**config.mk**
```make
export PLATFORM = sky130hd
export DESIGN_NAME = trigger_sequencer_flat
export DESIGN_NICKNAME = d
export VERILOG_FILES = /design/src/rtl/trigger_sequencer_if.sv /design/src/rtl/trigger_sequencer.sv /design/src/flat_wrapper.sv
export SDC_FILE = /design/constraint.sdc
export NUM_CORES = 1
export LEC_CHECK = 0
export ABC_AREA = 1
export CORE_AREA = 2 2 108 110
export DETAILED_ROUTE_END_ITERATION = 6
export DIE_AREA = 0 0 110 112
export PLACE_DENSITY = 0.86
export SLEW_MARGIN = 20
export SYNTH_ARGS = -nofsm -noshare
export SYNTH_HDL_FRONTEND = slang
export SYNTH_SLANG_ARGS = --single-unit
```
**constraint.sdc**
```tcl
create_clock -name fe_clk -period 7.9 [get_ports fe_clk]
set_input_delay 0.79 -clock fe_clk [delete_from_list [all_inputs] [get_ports fe_clk]]
set_output_delay 0.79 -clock fe_clk [all_outputs]
set_load 0.005 [all_outputs]
```
**src/rtl/trigger_sequencer_if.sv**
```systemverilog
`default_nettype none
// ============================================================================
//  Module   : trigger_sequencer_if
//  Purpose  : Configuration, matcher and status bundle between the
//             multi-stage trigger sequencer and its surroundings.
//  Revision : 1.0  initial release
// ============================================================================
interface trigger_sequencer_if #(
  parameter int pCOUNTER_WIDTH = 16,
  parameter int pREPEAT_WIDTH  = 8
);
  // Control and matcher inputs to the sequencer
  logic                      I_arm;
  logic                      I_disarm;
  logic [3:0]                I_match;
  logic [1:0]                I_stage_count;
  logic [7:0]                I_stage_sel;
  logic [pCOUNTER_WIDTH-1:0] I_window;
  logic [pCOUNTER_WIDTH-1:0] I_holdoff;
  logic [pREPEAT_WIDTH-1:0]  I_repeat;
  logic                      I_capturing;

  // Status and trigger outputs from the sequencer
  logic                      O_trigger_enable;
  logic                      O_match;
  logic                      O_timeout;
  logic [1:0]                O_stage;
  logic [1:0]                O_state;
  logic [pREPEAT_WIDTH-1:0]  O_trigger_count;
  logic                      O_done;

  // Sequencer side
  modport slave (
    input  I_arm, I_disarm, I_match, I_stage_count, I_stage_sel,
           I_window, I_holdoff, I_repeat, I_capturing,
    output O_trigger_enable, O_match, O_timeout, O_stage, O_state,
           O_trigger_count, O_done
  );

  // Controller / stimulus side
  modport master (
    output I_arm, I_disarm, I_match, I_stage_count, I_stage_sel,
           I_window, I_holdoff, I_repeat, I_capturing,
    input  O_trigger_enable, O_match, O_timeout, O_stage, O_state,
           O_trigger_count, O_done
  );
endinterface
`default_nettype wire

```
**src/rtl/trigger_sequencer.sv**
```systemverilog
`default_nettype none
// ============================================================================
//  Module   : trigger_sequencer
//  Purpose  : Multi-stage trigger controller. Requires up to four matcher
//             events in a programmed order, each within a window of the
//             previous one, then emits one final match pulse, applies a
//             holdoff and repeats until the programmed trigger count.
//  Revision : 1.0  initial release
// ============================================================================
module trigger_sequencer #(
  parameter int pCOUNTER_WIDTH = 16,
  parameter int pREPEAT_WIDTH  = 8
) (
  input  wire               fe_clk,
  input  wire               reset_i,
  trigger_sequencer_if.slave bus
);

  localparam int CW = pCOUNTER_WIDTH;
  localparam int RW = pREPEAT_WIDTH;

  typedef enum logic [1:0] {
    ST_IDLE    = 2'd0,
    ST_WAIT    = 2'd1,
    ST_HOLDOFF = 2'd2,
    ST_DONE    = 2'd3
  } state_t;

  // Sequencer state
  state_t        r_state,   w_state_nxt;
  logic [1:0]    r_stage,   w_stage_nxt;
  logic [CW-1:0] r_win_cnt, w_win_cnt_nxt;
  logic [CW-1:0] r_hold_cnt, w_hold_cnt_nxt;
  logic [RW-1:0] r_count,   w_count_nxt;
  logic          r_match,   w_match_nxt;
  logic          r_timeout, w_timeout_nxt;

  // Configuration captured at arm time
  logic [1:0]    r_cfg_stage_count, w_cfg_stage_count_nxt;
  logic [7:0]    r_cfg_sel,         w_cfg_sel_nxt;
  logic [CW-1:0] r_cfg_window,      w_cfg_window_nxt;
  logic [CW-1:0] r_cfg_holdoff,     w_cfg_holdoff_nxt;
  logic [RW-1:0] r_cfg_repeat,      w_cfg_repeat_nxt;

  // Derived per-cycle conditions
  logic [1:0]    w_sel_idx;
  logic          w_hit;
  logic          w_win_active;
  logic          w_win_expired;
  logic          w_hold_done;
  logic [RW-1:0] w_count_inc;

  // Matcher selected by the current stage, window/holdoff completion, saturating count
  always_comb begin
    w_sel_idx     = r_cfg_sel[{r_stage, 1'b0} +: 2];
    w_hit         = bus.I_match[w_sel_idx];
    w_win_active  = (r_stage != 2'd0) && (r_cfg_window != '0);
    w_win_expired = w_win_active && (r_win_cnt == (r_cfg_window - CW'(1)));
    // Holdoff is only entered with a non-zero holdoff, so holdoff-1 cannot wrap there
    w_hold_done   = (r_hold_cnt >= (r_cfg_holdoff - CW'(1)));
    w_count_inc   = (r_count == {RW{1'b1}}) ? r_count : (r_count + RW'(1));
  end

  // Next-state and datapath update; disarm beats arm beats match beats window expiry
  always_comb begin
    w_state_nxt           = r_state;
    w_stage_nxt           = r_stage;
    w_win_cnt_nxt         = r_win_cnt;
    w_hold_cnt_nxt        = r_hold_cnt;
    w_count_nxt           = r_count;
    w_match_nxt           = 1'b0;
    w_timeout_nxt         = 1'b0;
    w_cfg_stage_count_nxt = r_cfg_stage_count;
    w_cfg_sel_nxt         = r_cfg_sel;
    w_cfg_window_nxt      = r_cfg_window;
    w_cfg_holdoff_nxt     = r_cfg_holdoff;
    w_cfg_repeat_nxt      = r_cfg_repeat;

    if (bus.I_disarm) begin
      // Abort; the trigger count is left visible for software
      w_state_nxt    = ST_IDLE;
      w_stage_nxt    = 2'd0;
      w_win_cnt_nxt  = '0;
      w_hold_cnt_nxt = '0;
    end else if (bus.I_arm) begin
      // Arm from any state restarts with freshly latched configuration
      w_cfg_stage_count_nxt = bus.I_stage_count;
      w_cfg_sel_nxt         = bus.I_stage_sel;
      w_cfg_window_nxt      = bus.I_window;
      w_cfg_holdoff_nxt     = bus.I_holdoff;
      w_cfg_repeat_nxt      = bus.I_repeat;
      w_state_nxt           = ST_WAIT;
      w_stage_nxt           = 2'd0;
      w_win_cnt_nxt         = '0;
      w_hold_cnt_nxt        = '0;
      w_count_nxt           = '0;
    end else begin
      case (r_state)
        ST_WAIT: begin
          if (w_hit) begin
            w_win_cnt_nxt = '0;
            if (r_stage < r_cfg_stage_count) begin
              w_stage_nxt = r_stage + 2'd1;
            end else begin
              // Final stage matched: fire and decide where to go next
              w_match_nxt = 1'b1;
              w_count_nxt = w_count_inc;
              w_stage_nxt = 2'd0;
              if ((r_cfg_repeat != '0) && (w_count_inc == r_cfg_repeat)) begin
                w_state_nxt = ST_DONE;
              end else if (r_cfg_holdoff == '0) begin
                w_state_nxt = ST_WAIT;
              end else begin
                w_state_nxt    = ST_HOLDOFF;
                w_hold_cnt_nxt = '0;
              end
            end
          end else if (w_win_active) begin
            if (w_win_expired) begin
              // Too slow between stages: fall back to the first stage
              w_stage_nxt   = 2'd0;
              w_win_cnt_nxt = '0;
              w_timeout_nxt = 1'b1;
            end else begin
              w_win_cnt_nxt = r_win_cnt + CW'(1);
            end
          end
        end
        ST_HOLDOFF: begin
          // Leave only once the holdoff has elapsed and capture has finished
          if (w_hold_done && !bus.I_capturing) begin
            w_state_nxt    = ST_WAIT;
            w_stage_nxt    = 2'd0;
            w_hold_cnt_nxt = '0;
          end else if (!w_hold_done) begin
            w_hold_cnt_nxt = r_hold_cnt + CW'(1);
          end
        end
        default: begin
          // IDLE and DONE hold until arm or disarm
        end
      endcase
    end
  end

  // State, counter and configuration registers
  always_ff @(posedge fe_clk or posedge reset_i) begin
    if (reset_i) begin
      r_state           <= ST_IDLE;
      r_stage           <= 2'd0;
      r_win_cnt         <= '0;
      r_hold_cnt        <= '0;
      r_count           <= '0;
      r_match           <= 1'b0;
      r_timeout         <= 1'b0;
      r_cfg_stage_count <= 2'd0;
      r_cfg_sel         <= 8'd0;
      r_cfg_window      <= '0;
      r_cfg_holdoff     <= '0;
      r_cfg_repeat      <= '0;
    end else begin
      r_state           <= w_state_nxt;
      r_stage           <= w_stage_nxt;
      r_win_cnt         <= w_win_cnt_nxt;
      r_hold_cnt        <= w_hold_cnt_nxt;
      r_count           <= w_count_nxt;
      r_match           <= w_match_nxt;
      r_timeout         <= w_timeout_nxt;
      r_cfg_stage_count <= w_cfg_stage_count_nxt;
      r_cfg_sel         <= w_cfg_sel_nxt;
      r_cfg_window      <= w_cfg_window_nxt;
      r_cfg_holdoff     <= w_cfg_holdoff_nxt;
      r_cfg_repeat      <= w_cfg_repeat_nxt;
    end
  end

  // Enable stays up through the match cycle so the trigger block sees it with the pulse
  assign bus.O_trigger_enable = (r_state == ST_WAIT) || r_match;
  assign bus.O_match          = r_match;
  assign bus.O_timeout        = r_timeout;
  assign bus.O_stage          = r_stage;
  assign bus.O_state          = r_state;
  assign bus.O_trigger_count  = r_count;
  assign bus.O_done           = (r_state == ST_DONE);

endmodule
`default_nettype wire

```
**src/flat_wrapper.sv**
```systemverilog
// flat-port wrapper written by rule: the top's interface ports become plain ports
module trigger_sequencer_flat 
#(
  parameter int pCOUNTER_WIDTH = 16,
  parameter int pREPEAT_WIDTH  = 8
)
  (fe_clk, reset_i, bus_I_arm, bus_I_disarm, bus_I_match, bus_I_stage_count, bus_I_stage_sel, bus_I_window, bus_I_holdoff, bus_I_repeat, bus_I_capturing, bus_O_trigger_enable, bus_O_match, bus_O_timeout, bus_O_stage, bus_O_state, bus_O_trigger_count, bus_O_done);
  trigger_sequencer_if #(.pCOUNTER_WIDTH(pCOUNTER_WIDTH), .pREPEAT_WIDTH(pREPEAT_WIDTH)) bus_i ();
  input  wire fe_clk;
  input  wire reset_i;
  input wire logic [$bits(bus_i.I_arm)-1:0] bus_I_arm;
  input wire logic [$bits(bus_i.I_disarm)-1:0] bus_I_disarm;
  input wire logic [$bits(bus_i.I_match)-1:0] bus_I_match;
  input wire logic [$bits(bus_i.I_stage_count)-1:0] bus_I_stage_count;
  input wire logic [$bits(bus_i.I_stage_sel)-1:0] bus_I_stage_sel;
  input wire logic [$bits(bus_i.I_window)-1:0] bus_I_window;
  input wire logic [$bits(bus_i.I_holdoff)-1:0] bus_I_holdoff;
  input wire logic [$bits(bus_i.I_repeat)-1:0] bus_I_repeat;
  input wire logic [$bits(bus_i.I_capturing)-1:0] bus_I_capturing;
  output wire logic [$bits(bus_i.O_trigger_enable)-1:0] bus_O_trigger_enable;
  output wire logic [$bits(bus_i.O_match)-1:0] bus_O_match;
  output wire logic [$bits(bus_i.O_timeout)-1:0] bus_O_timeout;
  output wire logic [$bits(bus_i.O_stage)-1:0] bus_O_stage;
  output wire logic [$bits(bus_i.O_state)-1:0] bus_O_state;
  output wire logic [$bits(bus_i.O_trigger_count)-1:0] bus_O_trigger_count;
  output wire logic [$bits(bus_i.O_done)-1:0] bus_O_done;
  assign bus_i.I_arm = bus_I_arm;
  assign bus_i.I_disarm = bus_I_disarm;
  assign bus_i.I_match = bus_I_match;
  assign bus_i.I_stage_count = bus_I_stage_count;
  assign bus_i.I_stage_sel = bus_I_stage_sel;
  assign bus_i.I_window = bus_I_window;
  assign bus_i.I_holdoff = bus_I_holdoff;
  assign bus_i.I_repeat = bus_I_repeat;
  assign bus_i.I_capturing = bus_I_capturing;
  assign bus_O_trigger_enable = bus_i.O_trigger_enable;
  assign bus_O_match = bus_i.O_match;
  assign bus_O_timeout = bus_i.O_timeout;
  assign bus_O_stage = bus_i.O_stage;
  assign bus_O_state = bus_i.O_state;
  assign bus_O_trigger_count = bus_i.O_trigger_count;
  assign bus_O_done = bus_i.O_done;
  trigger_sequencer #(.pCOUNTER_WIDTH(pCOUNTER_WIDTH), .pREPEAT_WIDTH(pREPEAT_WIDTH)) u_core (.fe_clk(fe_clk), .reset_i(reset_i), .bus(bus_i));
endmodule
```
After elaboration in Yosys (flattened, before gate mapping)
Index checks and enable logic that the tools add are counted.
Widths: inputs -> output; s select.
Cells by class
  equality and inequality tests: 15
  reductions and logical operators: 21
  shift-type cells: 1
  magnitude comparators: 3
  bitwise logic cells: 1
  muxes and demuxes: 49
  add/sub/neg operators: 6
Operator list (count)
  $mux 16: 14
  $mux 8: 5
  $add 16x1->16 const B: 2
  $pmux 16 s2: 1
  $sub 16x1->16 const B: 2
  $mux 2: 14
  $eq 16x16->1: 1
  $ge 16x16->1: 1
  $logic_not 16->1: 1
  $reduce_bool 16->1: 1
  $mux 1: 12
  $ne 4x4->1 const B: 3
  $reduce_and 4->1: 3
  $ne 5x3->1 const B: 2
  $add 8x1->8 const B: 1
  $eq 8x8->1: 1
  $eq 8x8->1 const B: 1
  $ne 4x3->1 const B: 2
  $pmux 2 s2: 2
  $reduce_bool 4->1: 2
  $reduce_bool 8->1: 1
  $shiftx 8x4->2: 1
  $reduce_and 6->1: 1
  $reduce_bool 2->1: 3
  other kinds (14): 19
Word-level totals
  logic and storage cells: 108
  bits in registers: 96
  output and inout port bits: 16
  input port bits: 59

Logic depth before layout (Yosys ltp)
Gate-level depths: netlist of run 1.
  depth after elaboration: 10
  depth in mapped cells: 24
  depth with buffers taken out: 23

Worst setup path after synthesis of run 1
No wires, ideal clock.
  path type: register to register
  from: register u_core.r_cfg_holdoff[2]
  to: register u_core.r_hold_cnt[10]
  path buffers: 1
  slack: 4.731 ns
  stages on the path, launching flop included: 24
  arrival: 3.104 ns
  cell sequence: dfrtp_1 inv_1 nand3_1 nor3_1 nand2_1 inv_1 nand2_1 nor2_1 nand2_1 nor3_1 nand2_1 xor2_1 inv_1 ha_1 a21oi_1 o21ai_0 a21oi_1 nand3_1 nand2_1 clkbuf_1 nand4_1 nor2_1 nand3_1 nand2_1
Between the ends
  longest elaborated chain between the ends: 7
  elaborated cells between the ends (all ways): 11
Ends and longest elaborated chain
  start, declared: line trigger_sequencer.sv:42  | logic [CW-1:0] r_cfg_holdoff, w_cfg_holdoff_nxt;
  start signal, assigned: line trigger_sequencer.sv:172  | r_cfg_holdoff <= w_cfg_holdoff_nxt;
  $sub 16x1->16: line trigger_sequencer.sv:60  | w_hold_done = (r_hold_cnt >= (r_cfg_holdoff - CW'(1)));
  $ge 16x16->1: line trigger_sequencer.sv:60
  $logic_and 1x1->1: line trigger_sequencer.sv:131  | if (w_hold_done && !bus.I_capturing) begin
  $mux 16: line trigger_sequencer.sv:131
  $pmux 16 s2: line trigger_sequencer.sv:98  | case (r_state)
  $mux 16: line trigger_sequencer.sv:85  | end else if (bus.I_arm) begin
  $mux 16: line trigger_sequencer.sv:79  | if (bus.I_disarm) begin
  end signal, assigned: line trigger_sequencer.sv:165  | r_hold_cnt <= w_hold_cnt_nxt;
  end, declared: line trigger_sequencer.sv:33  | logic [CW-1:0] r_hold_cnt, w_hold_cnt_nxt;
Several ways; a longest one is shown, not always the timed one.
A chain may end at the register's enable or synchronous reset.

Worst setup path after layout of run 1
  from: register u_core.r_cfg_holdoff[2]
  to: register u_core.r_stage[1] (netlist: u_core.bus.O_stage[1])
Between the ends
  longest elaborated chain between the ends: 5
Ends and longest elaborated chain
  $sub 16x1->16: line trigger_sequencer.sv:60
  $ge 16x16->1: line trigger_sequencer.sv:60
  $logic_and 1x1->1: line trigger_sequencer.sv:131
  $ne 4x3->1 (no line)
  $reduce_and 4->1 (no line)
  end signal, assigned: line trigger_sequencer.sv:163  | r_stage <= w_stage_nxt;
  end, declared: line trigger_sequencer.sv:31  | logic [1:0] r_stage, w_stage_nxt;
Every way passes these cells.

==> results of run 1 <==
## worst max-delay path: stages (launching register included)
cell                      delay (ns)
sky130_fd_sc_hd__dfrtp_1        0.41
sky130_fd_sc_hd__inv_1          0.10
sky130_fd_sc_hd__nand3_1        0.12
sky130_fd_sc_hd__nor3_1         0.25
sky130_fd_sc_hd__nand2_1        0.14
sky130_fd_sc_hd__inv_1          0.07
sky130_fd_sc_hd__nand2_1        0.11
sky130_fd_sc_hd__nor2_1         0.14
sky130_fd_sc_hd__nand2_1        0.10
sky130_fd_sc_hd__nor3_1         0.24
sky130_fd_sc_hd__nand2_1        0.11
sky130_fd_sc_hd__xor2_1         0.13
sky130_fd_sc_hd__inv_1          0.05
sky130_fd_sc_hd__ha_1           0.28
sky130_fd_sc_hd__nand2_1        0.08
sky130_fd_sc_hd__nor3_1         0.25
sky130_fd_sc_hd__nand3_1        0.11
sky130_fd_sc_hd__nand3_1        0.11
sky130_fd_sc_hd__nand2_1        0.34
sky130_fd_sc_hd__a31oi_1        0.36
sky130_fd_sc_hd__nand2_1        0.11
sky130_fd_sc_hd__nand2_1        0.07
sky130_fd_sc_hd__nand2_1        0.05
## cells in the final DEF (no fill, tap or decap), types with 2 or more instances in the layout
cell / count
sky130_fd_sc_hd__bufinv_16: 2
sky130_fd_sc_hd__o21ai_0: 20
sky130_fd_sc_hd__o211ai_1: 2
sky130_fd_sc_hd__clkbuf_16: 9
sky130_fd_sc_hd__nand3_1: 101
sky130_fd_sc_hd__buf_4: 2
sky130_fd_sc_hd__nand2_2: 17
sky130_fd_sc_hd__inv_4: 2
sky130_fd_sc_hd__nor3_1: 16
sky130_fd_sc_hd__mux2_2: 14
sky130_fd_sc_hd__inv_1: 127
sky130_fd_sc_hd__nor2_2: 6
sky130_fd_sc_hd__clkbuf_8: 3
sky130_fd_sc_hd__xnor2_1: 8
sky130_fd_sc_hd__a31oi_1: 2
sky130_fd_sc_hd__nand4_1: 32
sky130_fd_sc_hd__nand2_4: 2
sky130_fd_sc_hd__o21ai_1: 6
sky130_fd_sc_hd__nand3b_1: 2
sky130_fd_sc_hd__ha_1: 26
sky130_fd_sc_hd__clkbuf_1: 2
sky130_fd_sc_hd__nand2_1: 197
sky130_fd_sc_hd__nor2_1: 144
sky130_fd_sc_hd__nor2_4: 3
sky130_fd_sc_hd__nand3_2: 2
sky130_fd_sc_hd__a21oi_1: 53
sky130_fd_sc_hd__clkdlybuf4s50_1: 74
sky130_fd_sc_hd__or2_2: 2
sky130_fd_sc_hd__xor2_1: 42
sky130_fd_sc_hd__dfrtp_1: 96
## cell usage after synthesis, types with 2 or more instances
cell type / n
sky130_fd_sc_hd__nand2_1: 198
sky130_fd_sc_hd__nor2_1: 144
sky130_fd_sc_hd__inv_1: 128
sky130_fd_sc_hd__nand3_1: 101
sky130_fd_sc_hd__dfrtp_1: 96
sky130_fd_sc_hd__a21oi_1: 53
sky130_fd_sc_hd__xor2_1: 42
sky130_fd_sc_hd__nand4_1: 32
sky130_fd_sc_hd__ha_1: 26
sky130_fd_sc_hd__o21ai_0: 20
sky130_fd_sc_hd__nand2_2: 17
sky130_fd_sc_hd__nor3_1: 16
sky130_fd_sc_hd__mux2_2: 14
sky130_fd_sc_hd__clkbuf_1: 10
sky130_fd_sc_hd__buf_1: 9
sky130_fd_sc_hd__xnor2_1: 8
sky130_fd_sc_hd__nor2_2: 6
sky130_fd_sc_hd__o21ai_1: 6
sky130_fd_sc_hd__buf_2: 3
sky130_fd_sc_hd__nor2_4: 3
sky130_fd_sc_hd__a31oi_1: 2
sky130_fd_sc_hd__buf_4: 2
sky130_fd_sc_hd__buf_6: 2
sky130_fd_sc_hd__nand3_2: 2
sky130_fd_sc_hd__nand3b_1: 2
sky130_fd_sc_hd__o211ai_1: 2
sky130_fd_sc_hd__or2_2: 2
## area by class of cell
type / count / area, um2
sequential: 96 / 2400
clock buffer: 14 / 274
multi-input combinational: 709 / 3800
inverter: 130 / 493
timing repair buffer: 76 / 756
clock inverter: 2 / 60.1
fill: 882 / 3210
tap: 143 / 179
## registers in the layout (all words and copies together) (netlist names)
register and cells:
u_core.r_hold_cnt 16, u_core.bus.O_stage 2, u_core.bus.O_match 1, u_core.bus.O_trigger_count 8, u_core.r_cfg_holdoff 16, u_core.r_cfg_window 16
u_core.bus.O_timeout 1, u_core.r_cfg_repeat 8, u_core.r_cfg_stage_count 2, u_core.bus.O_state 2, u_core.r_win_cnt 16, u_core.r_cfg_sel 8
## cell families (layout without fill, tap and decap cells)
family	count (synthesis)	count (layout)	share of synthesized area [%]
flip-flops	96	96	35.2
AO/OA/AOI/OAI	88	88	6.85
multiplexers	14	14	2.31
XOR/XNOR	50	50	6.41
buffers and inverters	157	222	9.29
adder cells (fa/ha/maj)	26	26	4.76
AND/OR/NAND/NOR	531	531	35.2
## per-layer routing
layer  global-route usage [%]  part of all wire [%]  vias to the layer above
li1                         -                     -                     3209
met1                     36.7                    44                     2948
met2                     45.6                    48                      206
met3                     4.04                   5.9                       35
met4                     10.3                   2.3                        0
met5                        0                     0                        -
## where the power goes
group / total, mW / switching (mW) / leakage, nW / internal [mW]
Sequential: 0.564 / 0.0353 / 1.20 / 0.529
Combinational: 0.289 / 0.174 / 2.55 / 0.115
Clock: 0.488 / 0.184 / 0.163 / 0.304
Total: 1.34 / 0.393 / 3.91 / 0.948
## how the worst max path moves through the flow
stage | from | endpoint | slack (ns) | cells past startpoint
after floorplan | reset_i | u_core.bus.O_match$_DFF_PP0_ | 4.60 | 1
after global placement | u_core.r_cfg_holdoff[2]$_DFFE_PP0P_ | u_core.bus.O_stage[1]$_DFFE_PP0P_ | 4.28 | 22
after detailed placement | u_core.r_cfg_holdoff[2]$_DFFE_PP0P_ | u_core.bus.O_stage[0]$_DFFE_PP0P_ | 4.13 | 22
after CTS | u_core.r_cfg_holdoff[2]$_DFFE_PP0P_ | u_core.bus.O_stage[1]$_DFFE_PP0P_ | 4.09 | 22
after global routing | u_core.r_cfg_holdoff[2]$_DFFE_PP0P_ | u_core.bus.O_stage[1]$_DFFE_PP0P_ | 3.55 | 22
final | u_core.r_cfg_holdoff[2]$_DFFE_PP0P_ | u_core.bus.O_stage[1]$_DFFE_PP0P_ | 4.06 | 22
==> load_flow_metrics.sql, run 1 <==
INSERT INTO impl_metrics (metric_group, metric, value, unit) VALUES
('logic_synthesis', 'postSynthRegisterBits', '96', ''),
('logic_synthesis', 'synth_edf_count', '0', ''),
('timing', 'grt_setup_unrepaired', 'no', ''),
('logic_synthesis', 'synth_ff_type', 'sky130_fd_sc_hd__dfrtp_1', ''),
('setup_path', 'cp-end-kind', 'register', ''),
('drt', 'route.detailed.vias_per_inst', '5.47', ''),
('timing', 'timing.max_slew.rel_slack', '47.0', '%'),
('global_route', 'gr-usage-all-layers', '27.7', '%'),
('logic_synthesis', 'ys_async_sr_fraction', '100', '%'),
('clocking', 'worst_setup_hold_path_clk_slew', '0.07', 'ns'),
('power', 'final_total_power', '1.34', 'mW'),
('logic_synthesis', 'synth_warnings', '0', ''),
('setup_path', 'rrSetupSlack', '4.06', 'ns'),
('floorplanning', 'design.die.area', '0.0123', 'mm2'),
('job', 'max-cap-violations', '0', ''),
('cells_and_area', 'finish.net_count', '1107', ''),
('global_route', 'grt_antenna_before_repair', '0', ''),
('timing', 'finalCritPeriodShare', '48.6', '%'),
('power', 'vdd.ir_drop.worst', '0.142', 'mV'),
('setup_path', 'crit-reg2reg-capture', 'u_core.bus.O_stage[1]$_DFFE_PP0P_', ''),
('logic_synthesis', 'synthesis.nets', '1047', ''),
('clocking', 'worst_skew_pair.late_latency', '0.35', 'ns'),
('drt', 'drt_iter0_drc', '419', ''),
('place', 'buffer_ports.inserted', '74', ''),
('place', 'detailedPlace.worstSlack', '4.13', 'ns'),
('power', 'leakage_dissipation', '3.91', 'nW'),
('setup_path', 'crit_required', '8.14', 'ns'),
('drt', 'drt-wirelength-per-cell', '14.0', 'um'),
('clocking', 'cts_root_buffer', 'sky130_fd_sc_hd__clkbuf_16', ''),
('logic_synthesis', 'yosys.area.top_type', 'sky130_fd_sc_hd__dfrtp_1', ''),
('logic_synthesis', 'post_synth_main_area_contributors', 'sky130_fd_sc_hd__dfrtp_1 (35%), sky130_fd_sc_hd__nand2_1 (11%), sky130_fd_sc_hd__nor2_1 (7.9%)', ''),
('floorplanning', 'boundaryPins', '75', ''),
('clocking', 'tritoncts', 'built', ''),
('cells_and_area', 'finalInstanceArea', '0.00796', 'mm2'),
('cells_and_area', 'instances_no_fill', '1170', ''),
('drt', 'drt_wl_total', '16300', 'um'),
('cells_and_area', 'drive_gt1_share', '7.01', '%'),
('setup_path', 'path_class', 'register to register', ''),
('clocking', 'cts.sink_count', '96', ''),
('drt', 'drt_first_pass_iters', '5', ''),
('clocking', 'cts_buffers', '9', ''),
('floorplanning', 'die-height', '112', 'um'),
('place', 'gp_congestion', '0.949', ''),
('timing', 'finalCriticalPeriod', '3.84', 'ns'),
('timing', 'timing_worst_slew_pin_value', '0.794', 'ns'),
('timing', 'finalHoldViolCount', '0', ''),
('drt', 'drt.antenna.violating_nets', '0', ''),
('logic_synthesis', 'synth-seq-area-share', '35.2', '%'),
('setup_path', 'worstSetupStartpointType', 'register', ''),
('place', 'dpl_cell_area', '0.00763', 'mm2'),
('place', 'dp_cells', '1154', ''),
('hold_path', 'min_from', 'u_core.r_cfg_sel[0]$_DFFE_PP0P_', ''),
('global_route', 'global_route.overflow_total', '0', ''),
('cells_and_area', 'area.growth.synth_to_final', '16.6', '%'),
('global_route', 'pin_count_of_the_biggest_net_entering_global_routing', '63', ''),
('clocking', 'postCtsHoldBufs', '0', ''),
('global_route', 'wire_length_of_the_first_global_routing_pass', '27200', 'um'),
('setup_path', 'worstRegToRegCells', '22', ''),
('cells_and_area', 'fin_util', '71.3', '%'),
('setup_path', 'r2r-start', 'u_core.r_cfg_holdoff[2]$_DFFE_PP0P_', ''),
('hold_path', 'type_of_the_tightest_min_delay_check', 'register to register', ''),
('run_status', 'status', 'complete, no violations', ''),
('floorplanning', 'chipWidth', '110', 'um'),
('hold_path', 'hold_path_depth', '1', ''),
('drt', 'num_vias', '6398', ''),
('logic_synthesis', 'syn-instance-count', '962', ''),
('global_route', 'grt_pass1_vias', '5984', ''),
('timing', 'post_route_setup_slack', '4.06', 'ns'),
('floorplanning', 'rows', '39', ''),
('place', 'dp.final_hpwl', '12000', 'um'),
('cells_and_area', 'diodes', '0', '');
Power figures use the tool's default switching activity.
==> inputs of run 2 (changes only) <==
CORE_AREA = 2 2 112 114   (was 2 2 108 110)
DIE_AREA = 0 0 114 116   (was 0 0 110 112)
PLACE_DENSITY = 0.8   (was 0.86)
clock period = 3.8 ns   (was 7.9 ns; I/O delays follow)
==> run 2 against run 1 <==
  * Routed wire length shrank 2.2%
  * Largest cell class unchanged
  * Global-route usage shrank 2.5 points
  * Largest power group unchanged
  * Flip-flop and latch count is the same
==> load_flow_metrics.sql, run 2 (synthesis gave the netlist of run 1 again) <==
INSERT INTO impl_metrics (metric_group, metric, value, unit) VALUES
('run_status', 'status', 'complete, no violations', ''),
('floorplanning', 'core_box_area', '0.0119', 'mm2'),
('job', 'max-cap-violations', '0', ''),
('timing', 'timing.max_slew.rel_slack', '55.7', '%'),
('global_route', 'grt_antenna_before_repair', '0', ''),
('clocking', 'h-tree-depth', '3', ''),
('global_route', 'grt_pass1_vias', '5751', ''),
('hold_path', 'type_of_the_tightest_min_delay_check', 'input pin to asynchronous set/reset pin', ''),
('global_route', 'global_route.overflow_total', '0', ''),
('floorplanning', 'starting_utilization_of_the_core_area', '57.3', '%'),
('drt', 'drt.antenna.violating_nets', '0', ''),
('setup_path', 'crit_required', '4.05', 'ns'),
('timing', 'final.setup_skew', '0.00741', 'ns'),
('global_route', 'gr-usage-all-layers', '25.2', '%'),
('timing', 'timing.hold.ws', '0.420', 'ns'),
('clocking', 'cts.sink_count', '96', ''),
('drt', 'route.detailed.vias_per_inst', '5.29', ''),
('timing', 'finalCritPeriodShare', '89.3', '%'),
('drt', 'drc', '0', ''),
('power', 'cellPowerDensity', '338', 'mW/mm2'),
('timing', 'timing.setup.tns', '0', 'ns'),
('place', 'buffer_ports.inserted', '74', ''),
('floorplanning', 'rows', '40', ''),
('setup_path', 'critPathLaunch', 'u_core.r_cfg_holdoff[2]$_DFFE_PP0P_', ''),
('clocking', 'cts_buffers', '9', ''),
('setup_path', 'cp-end-kind', 'register', ''),
('floorplanning', 'boundaryPins', '75', ''),
('clocking', 'tritoncts', 'built', ''),
('drt', 'drt_first_pass_iters', '5', ''),
('setup_path', 'worstSetupStartpointType', 'register', ''),
('clocking', 'cts.repair_timing.setup_buffer_count', '0', ''),
('power', 'vdd.ir_drop.worst', '0.272', 'mV'),
('drt', 'drt-wirelength-per-cell', '13.5', 'um'),
('power', 'leakage_dissipation', '3.94', 'nW'),
('drt', 'drt_iter0_drc', '531', ''),
('setup_path', 'r2r-start', 'u_core.r_cfg_holdoff[2]$_DFFE_PP0P_', ''),
('place', 'dp.final_hpwl', '12000', 'um'),
('clocking', 'postCtsHoldBufs', '0', ''),
('drt', 'num_vias', '6248', ''),
('timing', 'grt_setup_unrepaired', 'no', ''),
('timing', 'max_clock_freq', '295', 'MHz'),
('cells_and_area', 'mostFrequentLayoutCells', 'sky130_fd_sc_hd__nand2_1 (196), sky130_fd_sc_hd__nor2_1 (144), sky130_fd_sc_hd__inv_1 (127)', ''),
('setup_path', 'data_arrival_time_of_the_worst_path', '3.64', 'ns'),
('timing', 'finalCriticalPeriod', '3.39', 'ns'),
('clocking', 'worst_setup_hold_path_clk_slew', '0.07', 'ns'),
('floorplanning', 'design.die.area', '0.0132', 'mm2'),
('clocking', 'cts_root_buffer', 'sky130_fd_sc_hd__clkbuf_16', ''),
('timing', 'setup_viol', '0', ''),
('cells_and_area', 'drive_gt1_share', '8.31', '%'),
('global_route', 'wire_length_of_the_first_global_routing_pass', '26600', 'um'),
('cells_and_area', 'layout_commonest_cell', 'sky130_fd_sc_hd__nand2_1', ''),
('clocking', 'cts_buffer_depth', '2', ''),
('cells_and_area', 'diodes', '0', ''),
('floorplanning', 'chipWidth', '114', 'um'),
('setup_path', 'path_class', 'register to register', ''),
('floorplanning', 'die-height', '116', 'um'),
('cells_and_area', 'area.growth.synth_to_final', '17.7', '%'),
('drt', 'drt_wl_total', '16000', 'um'),
('cells_and_area', 'finish.net_count', '1115', ''),
('place', 'gp_congestion', '0.905', ''),
('timing', 'timing_worst_slew_pin_value', '0.659', 'ns'),
('setup_path', 'worst-path-max-fanout', '17', ''),
('timing', 'finalHoldViolCount', '0', ''),
('clocking', 'worst_skew_pair.late_latency', '0.35', 'ns'),
('timing', 'max_slew_violations', '0', ''),
('global_route', 'pin_count_of_the_biggest_net_entering_global_routing', '41', '');
run 2: changes by cell type in the layout (fill, tap and decap cells not counted), sizes merged:
cell / previous run / this run
bufinv: 2 / 1
inv: 130 / 131
clkbuf: 14 / 12
clkinvlp: 0 / 1
clkinv: 0 / 1
buf: 2 / 10
run 2: layer usage:
| layer | global-route usage, % | wire length [um] |
|---|---|---|
| met4 | 7.40 | 267 |
| met5 | 0 | 0 |
| met1 | 33.4 | 7290 |
| met2 | 41.3 | 7460 |
| met3 | 5.91 | 979 |
run 2: path summary, 6_finish.rpt:
kind / end / cells past startpoint / slack, ns
setup / recovery: u_core.r_hold_cnt[11]$_DFFE_PP0P_ / 23 / 0.41
hold / removal: u_core.r_cfg_holdoff[10]$_DFFE_PP0P_ / 2 / 0.42
setup reg to reg: u_core.r_hold_cnt[11]$_DFFE_PP0P_ / 23 / 0.41
hold reg to reg: u_core.r_cfg_sel[3]$_DFFE_PP0P_ / 1 / 0.51
max in group asynchronous: u_core.r_cfg_window[6]$_DFFE_PP0P_ / 3 / 2.60
min in group fe_clk: u_core.r_cfg_sel[3]$_DFFE_PP0P_ / 1 / 0.51
run 2: area by class of cell:
class	instances	area, um2
fillers	1040	3870
multi-input cells	709	3820
flip-flops and latches	96	2400
repair buffers	84	828
inverters	130	493
clock buffers	12	256
well taps	147	184
clock inverters	4	51.3
run 2: repair_timing:
item | 4_1_cts | 5_1_grt
endpoints found under the setup margin | 0 | 20
hold endpoints to repair | 0 | 0
resized for setup | 0 | 5
run 2: worst max-delay path: stages, from the launching register on:
cell and delay [ns]:
sky130_fd_sc_hd__dfrtp_1 0.40, sky130_fd_sc_hd__inv_1 0.10, sky130_fd_sc_hd__nand3_1 0.14, sky130_fd_sc_hd__nor3_2 0.20, sky130_fd_sc_hd__nand2_1 0.13, sky130_fd_sc_hd__inv_1 0.07, sky130_fd_sc_hd__nand2_1 0.11, sky130_fd_sc_hd__nor2_1 0.11
sky130_fd_sc_hd__nand2_1 0.09, sky130_fd_sc_hd__nor3_2 0.15, sky130_fd_sc_hd__nand2_1 0.09, sky130_fd_sc_hd__xor2_1 0.13, sky130_fd_sc_hd__inv_1 0.05, sky130_fd_sc_hd__ha_1 0.28, sky130_fd_sc_hd__a21oi_1 0.13, sky130_fd_sc_hd__o21ai_0 0.08
sky130_fd_sc_hd__a21oi_1 0.13, sky130_fd_sc_hd__nand3_1 0.13, sky130_fd_sc_hd__nand4_1 0.09, sky130_fd_sc_hd__inv_1 0.11, sky130_fd_sc_hd__nor2_8 0.26, sky130_fd_sc_hd__nand2_8 0.16, sky130_fd_sc_hd__nand2_1 0.09, sky130_fd_sc_hd__nand2_1 0.05
run 2: through the flow:
step                power (mW)  instance area [um2]  std cells  setup WS (ns)  util (%)
floorplan                 1.60                 6830        962          0.631         -
global placement          1.78                 7710       1166          0.335      64.7
detailed placement        1.79                 7710       1166          0.178      64.7
CTS                       2.74                 8020       1182          0.168      67.3
global route              2.88                 8040       1182         0.0361      67.5
finish                    2.72                 8040       1182          0.408      67.5
run 2: report_power, final:
part	total (mW)	internal, mW	switching, mW
sequential	1.17	1.10	0.0731
combinational	0.605	0.245	0.360
clock	0.941	0.547	0.394
==> inputs of run 3 (changes only) <==
CORE_AREA = 2 2 116 118   (was 2 2 112 114)
DIE_AREA = 0 0 118 120   (was 0 0 114 116)
PLACE_DENSITY = 0.76   (was 0.8)
TNS_END_PERCENT = 100   (was not set)
==> run 3 against run 2 <==
  * Largest cell class unchanged
  * First-iteration DRC count down 21%
  * Global-route usage down 0.84 points
  * Final area up 0.16%
  * Largest power group unchanged
  * Combinational power up 0.8%
  * Critical path type unchanged
  * Sequential share of layout area about the same
  * Utilization down 5.5 points
  * Critical endpoint is now u_core.r_hold_cnt[8]$_DFFE_PP0P_
  * Clock skew about the same
==> load_flow_metrics.sql, run 3 (synthesis gave the netlist of run 1 again) <==
INSERT INTO impl_metrics (metric_group, metric, value, unit) VALUES
('floorplanning', 'chipWidth', '118', 'um'),
('drt', 'drt.antenna.violating_nets', '0', ''),
('clocking', 'h-tree-depth', '3', ''),
('cells_and_area', 'area.growth.synth_to_final', '17.9', '%'),
('timing', 'max_slew_violations', '0', ''),
('clocking', 'worst_skew_pair.late_latency', '0.35', 'ns'),
('setup_path', 'cp-end-kind', 'register', ''),
('floorplanning', 'design.die.area', '0.0142', 'mm2'),
('cells_and_area', 'layout_commonest_cell', 'sky130_fd_sc_hd__nand2_1', ''),
('cells_and_area', 'finish.net_count', '1111', ''),
('place', 'gp_congestion', '0.865', ''),
('cells_and_area', 'finalInstanceArea', '0.00805', 'mm2'),
('global_route', 'gr-usage-all-layers', '24.3', '%'),
('hold_path', 'type_of_the_tightest_min_delay_check', 'register to register', ''),
('timing', 'final.setup_skew', '0.00784', 'ns'),
('setup_path', 'worstSetupStartpointType', 'register', ''),
('timing', 'timing.max_slew.rel_slack', '49.0', '%'),
('clocking', 'cts.repair_timing.setup_buffer_count', '0', ''),
('power', 'vdd.ir_drop.worst', '0.205', 'mV'),
('cells_and_area', 'drive_gt1_share', '7.76', '%'),
('clocking', 'cts.sink_count', '96', ''),
('global_route', 'pin_count_of_the_biggest_net_entering_global_routing', '84', ''),
('power', 'leakage_dissipation', '3.92', 'nW'),
('timing', 'timing.hold.ws', '0.508', 'ns'),
('cells_and_area', 'fin_util', '62.0', '%'),
('power', 'power.internal', '1.92', 'mW'),
('power', 'p_sw', '0.848', 'mW'),
('power', 'share_clk_of_total_power', '35.6', '%'),
('floorplanning', 'boundaryPins', '75', ''),
('timing', 'finalHoldViolCount', '0', ''),
('power', 'cellPowerDensity', '344', 'mW/mm2'),
('clocking', 'postCtsHoldBufs', '0', ''),
('drt', 'num_vias', '6392', ''),
('drt', 'drc', '0', ''),
('power', 'p_sw_share', '30.6', '%'),
('global_route', 'grt_antenna_before_repair', '0', ''),
('setup_path', 'data_arrival_time_of_the_worst_path', '3.61', 'ns'),
('setup_path', 'crit_required', '4.04', 'ns'),
('place', 'dpl_cell_area', '0.00771', 'mm2'),
('timing', 'timing_worst_slew_pin_value', '0.765', 'ns'),
('global_route', 'wire_length_of_the_first_global_routing_pass', '28200', 'um'),
('drt', 'drt_wl_total', '16500', 'um'),
('clocking', 'worst_setup_hold_path_clk_slew', '0.07', 'ns'),
('cells_and_area', 'diodes', '0', ''),
('run_status', 'status', 'complete, no violations', ''),
('timing', 'timing.setup.tns', '0', 'ns'),
('power', 'power_frac_comb', '22.0', '%'),
('drt', 'drt_first_pass_iters', '5', ''),
('global_route', 'global_route.overflow_total', '0', ''),
('place', 'dp_cells', '1191', ''),
('clocking', 'post_cts_resized', '0', ''),
('floorplanning', 'core_box_area', '0.0130', 'mm2'),
('drt', 'route.detailed.vias_per_inst', '5.30', ''),
('floorplanning', 'die-height', '120', 'um'),
('floorplanning', 'rows', '42', ''),
('clocking', 'cts_root_buffer', 'sky130_fd_sc_hd__clkbuf_16', ''),
('timing', 'setup_viol', '0', ''),
('timing', 'max_clock_freq', '297', 'MHz'),
('setup_path', 'path_class', 'register to register', ''),
('floorplanning', 'starting_utilization_of_the_core_area', '52.6', '%'),
('cells_and_area', 'mostFrequentLayoutCells', 'sky130_fd_sc_hd__nand2_1 (197), sky130_fd_sc_hd__nor2_1 (144), sky130_fd_sc_hd__inv_1 (127)', ''),
('clocking', 'tritoncts', 'built', ''),
('setup_path', 'worst-path-max-fanout', '9', ''),
('timing', 'finalCriticalPeriod', '3.37', 'ns'),
('cells_and_area', 'instances_no_fill', '1207', ''),
('clocking', 'cts_buffer_depth', '2', ''),
('timing', 'grt_setup_unrepaired', 'no', ''),
('clocking', 'cts_buffers', '9', ''),
('place', 'buffer_ports.inserted', '74', ''),
('job', 'max-cap-violations', '0', ''),
('place', 'dp.final_hpwl', '12100', 'um'),
('drt', 'drt_iter0_drc', '420', ''),
('drt', 'drt-wirelength-per-cell', '13.7', 'um'),
('global_route', 'grt_pass1_vias', '5993', ''),
('timing', 'finalCritPeriodShare', '88.6', '%'),
('power', 'power.share.sequential', '42.3', '%');
## run 3: cell count changes in the layout (fill, tap and decap cells not counted), sizes merged
cell and change:
buf -4, bufinv +1, clkbuf -2, clkinv -1
clkinvlp +2
## run 3: worst paths after layout
check	from	to	slack, ns	cells past startpoint
min in group asynchronous	reset_i	u_core.r_cfg_holdoff[14]$_DFFE_PP0P_	0.53	2
min reg2reg	u_core.r_cfg_sel[6]$_DFFE_PP0P_	u_core.r_cfg_sel[6]$_DFFE_PP0P_	0.51	1
min	u_core.r_cfg_sel[6]$_DFFE_PP0P_	u_core.r_cfg_sel[6]$_DFFE_PP0P_	0.51	1
max reg2reg	u_core.r_cfg_holdoff[0]$_DFFE_PP0P_	u_core.r_hold_cnt[8]$_DFFE_PP0P_	0.43	20
max	u_core.r_cfg_holdoff[0]$_DFFE_PP0P_	u_core.r_hold_cnt[8]$_DFFE_PP0P_	0.43	20
max in group asynchronous	reset_i	u_core.r_cfg_window[8]$_DFFE_PP0P_	2.52	3
## run 3: power groups by stage
stage / logic (mW) / registers [mW] / clock network [mW]
2_1_floorplan: 0.435 / 1.17 / 0
3_3_place_gp: 0.595 / 1.19 / 0
3_5_place_dp: 0.605 / 1.19 / 0
4_1_cts: 0.611 / 1.17 / 0.999
5_1_grt: 0.693 / 1.18 / 1.04
6_report: 0.610 / 1.17 / 0.988
## run 3: area by class of cell
class,instances,area (um2)
Fill cell,1208,4930
Timing Repair Buffer,80,798
Inverter,130,495
Clock inverter,6,91.3
Sequential cell,96,2400
Clock buffer,10,229
Multi-Input combinational cell,709,3810
Tap cell,176,220
## run 3: routing by layer
layer / global-route usage [%] / part of all wire [%] / vias up
met5: 0 / 0 / -
met4: 7.76 / 1.6 / 0
met3: 3.47 / 4.5 / 21
met2: 40.6 / 48 / 134
met1: 32.8 / 46 / 3020
li1: - / - / 3217
## run 3: worst max-delay path, stage by stage, from the launching register on
cell and delay, ns:
sky130_fd_sc_hd__dfrtp_1 0.37, sky130_fd_sc_hd__inv_1 0.11, sky130_fd_sc_hd__ha_1 0.23, sky130_fd_sc_hd__nand2_1 0.22, sky130_fd_sc_hd__nor3_2 0.29, sky130_fd_sc_hd__nand2_1 0.09
sky130_fd_sc_hd__nor2_1 0.19, sky130_fd_sc_hd__nand2_1 0.10, sky130_fd_sc_hd__xor2_1 0.13, sky130_fd_sc_hd__inv_1 0.05, sky130_fd_sc_hd__ha_1 0.27, sky130_fd_sc_hd__nand2_1 0.08
sky130_fd_sc_hd__nor3_2 0.23, sky130_fd_sc_hd__nand3_1 0.10, sky130_fd_sc_hd__nand3_1 0.12, sky130_fd_sc_hd__nand4_1 0.08, sky130_fd_sc_hd__inv_1 0.19, sky130_fd_sc_hd__nor2_8 0.08
sky130_fd_sc_hd__buf_4 0.17, sky130_fd_sc_hd__nand3_1 0.09, sky130_fd_sc_hd__nand2_1 0.06
## run 3: metrics by stage
stage	power [mW]	setup WS, ns
3_3_place_gp	1.78	0.424
5_1_grt	2.91	0.101
2_1_floorplan	1.60	0.631
6_report	2.77	0.432
3_5_place_dp	1.80	0.250
4_1_cts	2.78	0.186
